$ cat src/rtl/motor_giro.sv
// -----------------------------------------------------------------------------
// motor_giro
//
// Full-step stepper-motor sequencer. It takes the debounced key value
// (1..9 revolutions) from the keypad decoder and drives the four coil phases
// of the motor driver for that many full revolutions. One command is accepted
// per key press: the key must be seen released (value 0) before a new value is
// taken. Busy and completion status go to the display/control logic.
//
// Parameters
//   PASSOS_POR_GIRO : full steps per motor revolution (>= 2)
//   DIV_PASSO       : clock cycles per motor step (>= 2)
//
// Ports
//   clock_in            in   system clock, rising edge
//   reset_in            in   asynchronous reset, active low
//   numgiro_in  [3:0]   in   key value: 0 = no key, 1..9 = command, 10..15 ignored
//   sentido_in          in   direction, sampled at accept (0 fwd, 1 rev)
//   parada_in           in   synchronous emergency stop, active high
//   fase_out    [3:0]   out  coil phases, one-hot while running, 0000 otherwise
//   ocupado_out         out  high while running
//   giros_restantes_out [3:0] out  revolutions left, including the current one
//   fim_out             out  one-cycle pulse on normal completion
//
// All outputs come straight from registers.
// -----------------------------------------------------------------------------
module motor_giro #(
  parameter int PASSOS_POR_GIRO = 48,
  parameter int DIV_PASSO       = 50000
) (
  input  logic       clock_in,
  input  logic       reset_in,
  input  logic [3:0] numgiro_in,
  input  logic       sentido_in,
  input  logic       parada_in,
  output logic [3:0] fase_out,
  output logic       ocupado_out,
  output logic [3:0] giros_restantes_out,
  output logic       fim_out
);

  // Counter widths. The step counter is sized to hold PASSOS_POR_GIRO itself.
  localparam int DIV_W   = (DIV_PASSO > 1) ? $clog2(DIV_PASSO) : 1;
  localparam int PASSO_W = $clog2(PASSOS_POR_GIRO + 1);

  localparam logic [DIV_W-1:0]   DIV_MAX   = DIV_W'(DIV_PASSO - 1);
  localparam logic [PASSO_W-1:0] PASSO_MAX = PASSO_W'(PASSOS_POR_GIRO - 1);

  typedef enum logic {
    IDLE = 1'b0,
    RUN  = 1'b1
  } state_t;

  // ---------------------------------------------------------------------------
  // Registers and next-state values
  // ---------------------------------------------------------------------------
  state_t               state_q, state_d;
  logic [DIV_W-1:0]     div_q, div_d;
  logic [PASSO_W-1:0]   passo_q, passo_d;
  logic                 sentido_q, sentido_d;
  logic                 armado_q, armado_d;
  logic [3:0]           fase_q, fase_d;
  logic [3:0]           giros_q, giros_d;
  logic                 ocupado_q, ocupado_d;
  logic                 fim_q, fim_d;

  // ---------------------------------------------------------------------------
  // Shared decode
  // ---------------------------------------------------------------------------
  logic tecla_solta;   // key released (value 0)
  logic tecla_valida;  // key holds a legal command 1..9
  logic aceita;        // command accepted on this edge
  logic passo_term;    // divider at terminal count: take a step this edge
  logic giro_term;     // this step closes a revolution
  logic conclui;       // this step closes the last revolution (normal end)

  assign tecla_solta  = (numgiro_in == 4'd0);
  assign tecla_valida = (numgiro_in >= 4'd1) && (numgiro_in <= 4'd9);

  assign aceita = (state_q == IDLE) && armado_q && tecla_valida && !parada_in;

  assign passo_term = (div_q == DIV_MAX);
  assign giro_term  = passo_term && (passo_q == PASSO_MAX);

  // parada_in wins over a simultaneous completion, so it is excluded here.
  assign conclui = (state_q == RUN) && !parada_in && giro_term &&
                   (giros_q == 4'd1);

  // ---------------------------------------------------------------------------
  // State and datapath registers
  // ---------------------------------------------------------------------------
  always_ff @(posedge clock_in or negedge reset_in) begin
    if (!reset_in) begin
      state_q   <= IDLE;
      div_q     <= '0;
      passo_q   <= '0;
      sentido_q <= 1'b0;
      armado_q  <= 1'b0;
      fase_q    <= 4'b0000;
      giros_q   <= 4'd0;
      ocupado_q <= 1'b0;
      fim_q     <= 1'b0;
    end else begin
      state_q   <= state_d;
      div_q     <= div_d;
      passo_q   <= passo_d;
      sentido_q <= sentido_d;
      armado_q  <= armado_d;
      fase_q    <= fase_d;
      giros_q   <= giros_d;
      ocupado_q <= ocupado_d;
      fim_q     <= fim_d;
    end
  end

  // ---------------------------------------------------------------------------
  // Next-state logic
  // ---------------------------------------------------------------------------
  always_comb begin
    state_d = state_q;
    unique case (state_q)
      IDLE: begin
        if (aceita) begin
          state_d = RUN;
        end
      end
      RUN: begin
        if (parada_in || conclui) begin
          state_d = IDLE;
        end
      end
      default: state_d = IDLE;
    endcase
  end

  // ---------------------------------------------------------------------------
  // Output / datapath next values
  // ---------------------------------------------------------------------------
  always_comb begin
    div_d     = div_q;
    passo_d   = passo_q;
    sentido_d = sentido_q;
    fase_d    = fase_q;
    giros_d   = giros_q;
    fim_d     = 1'b0;

    // armado tracks the key in every state: released sets it, accept clears
    // it. A key held across reset or across a finished run is therefore never
    // taken twice. Accept and release are mutually exclusive.
    if (tecla_solta) begin
      armado_d = 1'b1;
    end else if (aceita) begin
      armado_d = 1'b0;
    end else begin
      armado_d = armado_q;
    end

    unique case (state_q)
      IDLE: begin
        if (aceita) begin
          giros_d   = numgiro_in;
          sentido_d = sentido_in;
          div_d     = '0;
          passo_d   = '0;
          fase_d    = 4'b0001;
        end
      end

      RUN: begin
        if (parada_in) begin
          // Emergency stop: abandon the command, no completion pulse.
          div_d   = '0;
          passo_d = '0;
          fase_d  = 4'b0000;
          giros_d = 4'd0;
        end else begin
          div_d = passo_term ? '0 : div_q + 1'b1;

          if (passo_term) begin
            // Forward rotates the one-hot phase left, reverse rotates right.
            fase_d = sentido_q ? {fase_q[0], fase_q[3:1]}
                               : {fase_q[2:0], fase_q[3]};

            if (giro_term) begin
              passo_d = '0;
              giros_d = giros_q - 4'd1;
            end else begin
              passo_d = passo_q + 1'b1;
            end
          end

          if (conclui) begin
            fase_d = 4'b0000;
            fim_d  = 1'b1;
          end
        end
      end

      default: ;
    endcase

    ocupado_d = (state_d == RUN);
  end

  // ---------------------------------------------------------------------------
  // Outputs
  // ---------------------------------------------------------------------------
  assign fase_out            = fase_q;
  assign ocupado_out         = ocupado_q;
  assign giros_restantes_out = giros_q;
  assign fim_out             = fim_q;

endmodule

$ cat config.mk
export PLATFORM = sky130hd
export DESIGN_NAME = motor_giro
export DESIGN_NICKNAME = d
export VERILOG_FILES = /design/src/rtl/motor_giro.sv
export SDC_FILE = /design/constraint.sdc
export NUM_CORES = 1
export LEC_CHECK = 0
export ABC_AREA = 0
export CAP_MARGIN = 20
export CORE_MARGIN = 5
export CORE_UTILIZATION = 45
export CTS_CLUSTER_DIAMETER = 200
export CTS_CLUSTER_SIZE = 16
export DETAILED_ROUTE_END_ITERATION = 6
export DONT_BUFFER_PORTS = 1
export PLACE_DENSITY_LB_ADDON = 0.15
export RECOVER_POWER = 50
export SLEW_MARGIN = 40
export SYNTH_ARGS = -nofsm -noshare
export SYNTH_HDL_FRONTEND = slang
export SYNTH_SLANG_ARGS = --single-unit
$ cat constraint.sdc
create_clock -name clock_in -period 4.8 [get_ports clock_in]
set_input_delay 0.72 -clock clock_in [delete_from_list [all_inputs] [get_ports clock_in]]
set_output_delay 0.72 -clock clock_in [all_outputs]
set_load 0.01 [all_outputs]
---- After elaboration in Yosys (flattened, before gate mapping) ----
Cells that the tools add are included.
storage, ports and cells
  bits in registers ....................... 34
  output and inout port bits .............. 10
  word-level logic and storage cells ...... 65
  input bits .............................. 8
operators by class
  reductions and logical operators ........ 16
  magnitude comparators ................... 2
  add/subtract/negate cells ............... 3
  bitwise gates (word level) .............. 1
  muxes and demuxes ....................... 28
  equality and inequality tests ........... 7
operators with widths
  kind                                                 count
  two-way mux 16 bit                                   3
  two-way mux 4 bit                                    9
  one-hot mux 16 bit (2 select lines)                  1
  two-way mux 6 bit                                    4
  adder 16 x 1 -> 16 bit, second input constant        1
  equality test 16 bit, second input constant          1
  one-hot mux 4 bit (2 select lines)                   2
  one-hot mux 6 bit (2 select lines)                   1
  logical AND 1 bit                                    8
  two-way mux 1 bit                                    7
  adder 6 x 1 -> 6 bit, second input constant          1
  equality test 6 bit, second input constant           1
  != test 3 x 2 -> 1 bit, second input constant        2
  AND reduction 2 bit                                  3
  equality test 4 x 1 -> 1 bit, second input constant  1
  >= comparator 4 x 1 -> 1 bit, second input constant  1
  <= comparator 4 bit, second input constant           1
  logical NOT 4 bit                                    1
  != test 4 x 2 -> 1 bit, second input constant        1
  subtractor 4 x 1 -> 4 bit, second input constant     1
  AND reduction 3 bit                                  1
  != test 2 bit, second input constant                 1
  one-hot mux 1 bit (2 select lines)                   1
  nonzero test 2 bit                                   1
  other kinds (3)                                      3

---- Logic depth before layout (Yosys ltp) ----
  depth in word-level cells ............... 7
  depth in mapped cells ................... 8
  depth with buffers taken out ............ 6

---- Worst setup path before layout ----
Ideal clock, no wire load.
  path kind ............................... in2reg
  start ................................... input parada_in
  end ..................................... register giros_q[3] (netlist: giros_restantes_out[3])
  data required time ...................... 4675 ps
  slack ................................... 2873 ps
  cell stages on the path ................. 7
  arrival ................................. 1803 ps
  buffers on the path ..................... 2
  setup time .............................. 125 ps
  cells stage by stage .................... buf_2 > nand2b_1 > nor3_2 > nor2_1 > buf_2 > nor4_2 > nor2_1
between the ends
  word-level cells in the longest chain between the ends .. 4
  elaborated cells between the ends (all ways) .. 8
ends and longest elaborated chain
  item                                  line  RTL
  from (decl)                           35    input logic parada_in,
  logical NOT 1 bit                     80    assign aceita = (state_q == IDLE) && armado_q && tecla_valida && !parada_in;
  logical AND 1 bit                     80
  != test 2 bit (no source line)        -
  AND reduction 3 bit (no source line)  -
  to (signal assigned)                  110   giros_q <= giros_d;
  to (decl)                             63    logic [3:0] giros_q, giros_d;
Several ways; a longest one is shown, not always the timed one.
A chain may end at the register's enable or synchronous reset.

---- Final worst setup path ----
  start ................................... input numgiro_in[2]
  end ..................................... register passo_q[2]
between the ends
  word-level cells in the longest chain between the ends .. 6
  elaborated cells between the ends (all ways) .. 7
ends and longest elaborated chain
  item                                                                        line  RTL
  from (decl)                                                                 33    input logic [3:0] numgiro_in,
  >= comparator 4 x 1 -> 1 bit / <= comparator 4 bit (equally long branches)  78    assign tecla_valida = (numgiro_in >= 4'd1) && (numgiro_in <= 4'd9);
  logical AND 1 bit *                                                         78
  logical AND 1 bit * (2 in a row)                                            80
  != test 2 bit (no source line) *                                            -
  AND reduction 2 bit (no source line) *                                      -
  to (signal assigned)                                                        106   passo_q <= passo_d;
  to (decl)                                                                   59    logic [PASSO_W-1:0] passo_q, passo_d;
Every way passes the cells marked *; elsewhere a longest branch is shown, timed or not.

==> flow_metrics.py <==
metrics = {
    "critical_path": {
        "r2r_cells": 6,
        "crit_required_ns": 5.02,
        "crit_path_end_kind": "flip-flop",
        "crit_type": "in2reg",
        "critPathMaxFanout": 11,
        "worst-endpoint-arrival_ns": 2.39,
        "start_kind": "input port",
    },
    "placed_design": {
        "place_inst": 253,
        "hpwl_um": 3180,
        "place_area_um2": 2010,
        "port_buffers": 0,
        "place_congestion": 0.786,
    },
    "yosys": {
        "synth_top_area_share_pct": 42.5,
        "ys.flop_type": "dfrtp_1",
        "synth.most_common_cell": "dfrtp_1",
        "synth-edff-count": 0,
        "netlist_instances": 211,
        "postSynthAreaPerCell_um2": 9.49,
        "ys_seq_area_share_pct": 42.5,
        "netlist_area_um2": 2000,
        "async_flop_share_pct": 100,
        "synth.top_cells.by_count": "dfrtp_1 (34), nand2_1 (24), a31oi_1 (12), nor2_1 (12)",
        "yosys.area.top_type": "dfrtp_1",
        "synth-seq-cells": 34,
        "synth_area_leaders": "dfrtp_1 (43%), nand2_1 (4.5%), a31oi_1 (3.8%)",
        "syn_nets": 223,
        "ys_types": 55,
        "synth_warnings": 0,
    },
    "sta": {
        "setup_tns_ns": 0,
        "finalClockSkew_ns": 0.00568,
        "worst_pin_slew_ns": 0.857,
        "hold_viol": 0,
        "max_freq_mhz": 461,
        "slew_headroom_pct": 42.4,
        "setup_violations": 0,
        "rsz0062_at_grt": "false",
        "period_share_pct": 45.2,
        "fin_crit_ns": 2.17,
        "whs_ns": 0.119,
        "slew_viol_final": 0,
    },
    "power_and_ir_drop": {
        "peakVddDrop_v": 0.000228,
        "leakage_nw": 0.830,
        "power.density_nw_per_um2": 325,
    },
    "floorplan": {
        "initial_core_util_pct": 46.3,
        "fp.dieW_um": 76.7,
        "fp.coreArea_um2": 4320,
        "fp.dieH_um": 76.7,
        "dieArea_um2": 5880,
        "io_pins": 18,
        "rows": 24,
    },
    "global_routing": {
        "gr-total-overflow": 0,
        "grt_pass1_wl_um": 8060,
        "gr-usage-all-layers_pct": 16.7,
        "antenna_found_initial": 0,
        "grt_start_max_net_pins": 35,
        "grt_pass1_vias": 1598,
    },
    "route": {
        "drt-initial-drc-count": 245,
        "wl_met2_um": 2120,
        "top_layer_used": "met4",
        "drt_wl_total_um": 4650,
        "vias": 1595,
        "final_antenna_net_count": 0,
        "dr.pass1.iters": 4,
        "wl_met1_um": 2290,
        "met3_length_um": 194,
        "drc": 0,
        "wl_per_cell_um": 17.9,
        "viasPerCell": 6.13,
    },
    "clocking": {
        "clkTransAtPathRegs_ns": 0.07,
        "htreeDepth": 2,
        "cts_tree": "done",
        "numCtsBuffers": 5,
        "post-cts-setup-buffers": 0,
        "cts_sinks": 34,
        "cts.path.max_buffers": 2,
        "clock_latency_ns": 0.29,
        "hold_buffers": 0,
        "post_cts_resized": 0,
        "cts-root-buf": "clkbuf_8",
    },
    "final_layout": {
        "synthToLayoutAreaGrowth_pct": 4.00,
        "num-fill-cells": 418,
        "n_antenna_cell": 0,
        "nNetsFinal": 220,
        "drive_above_1_share_pct": 11.1,
        "final_util_pct": 48.1,
        "stdcell_area_um2": 2080,
        "stdcell_count": 260,
    },
    "run": {
        "drv_cap": 0,
    },
    "hold_path": {
        "hp-class": "in2async",
    },
    "outcome": {
        "status": "finished clean",
    },
}
[cell type report]
type | count | area, um2 | area share [%]
Sequential cell | 34 | 851 | 40.9
Clock buffer | 7 | 76.3 | 3.67
Inverter | 7 | 26.3 | 1.26
Multi-Input combinational cell | 160 | 1060 | 51.1
Tap cell | 52 | 65.1 | 3.12
[per-stage QoR]
stage	setup WS (ns)	power, W
finish	2.63	0.000677
global route	2.41	0.000716
CTS	2.84	0.000683
detailed placement	2.57	0.000481
global placement	2.35	0.000472
floorplan	2.87	0.000452
[kinds of logic after synthesis]
group	share of synthesized area (%)
AOI/OAI and AO/OA	19.6
xor gates and xnor gates	0.438
adders and majority gates	2.50
buffers and inverters	4.62
DFF	42.5
muxes	4.13
and+or+nand+nor	26.2
[registers in the layout, summed over array words and instances, names as in the netlist]
signal / flops
fim_out: 1
div_q: 16
ocupado_out: 1
armado_q: 1
giros_restantes_out: 4
sentido_q: 1
fase_out: 4
passo_q: 6
[final timing paths]
path	startpoint	to	slack, ns
min	reset_in	div_q[10]	0.12
max	numgiro_in[2]	passo_q[2]	2.63
max in group asynchronous	reset_in	ocupado_out	4.59
min in group clock_in	div_q[15]	div_q[15]	0.51
max reg2reg	div_q[0]	fase_out[3]	2.84
min reg2reg	div_q[15]	div_q[15]	0.51
[layer usage]
layer  track usage (%)  vias to the layer above
met5                 0                        -
met4              4.72                        0
met3              5.04                        5
met2              25.1                       27
met1              23.2                      786
li1                  -                      777
[where the power goes]
part / internal [W] / leakage [nW] / switching, W
sequential: 0.000316 / 0.459 / 0.0000511
combinational: 0.0000486 / 0.333 / 0.0000592
clock: 0.0000999 / 0.0383 / 0.000102
[cells in the final DEF (no fill, tap or decap), drive strengths merged, types with 3 or more instances in the layout]
cell type	count
mux2i	6
ha	4
a31oi	12
o21ai	19
nor2	14
inv	7
nand3	10
nand2	25
nand4	4
o31ai	4
or3	6
clkbuf	7
and3	6
nor3	4
dfrtp	34
a21oi	12
a41oi	3
nand2b	4
[critical path: stages]
cell and delay (ns):
nor4_1 0.73, nor3_2 0.18, nor2_2 0.48, o21ai_0 0.17
o21ai_1 0.10
(Power assumes the default switching activity.)
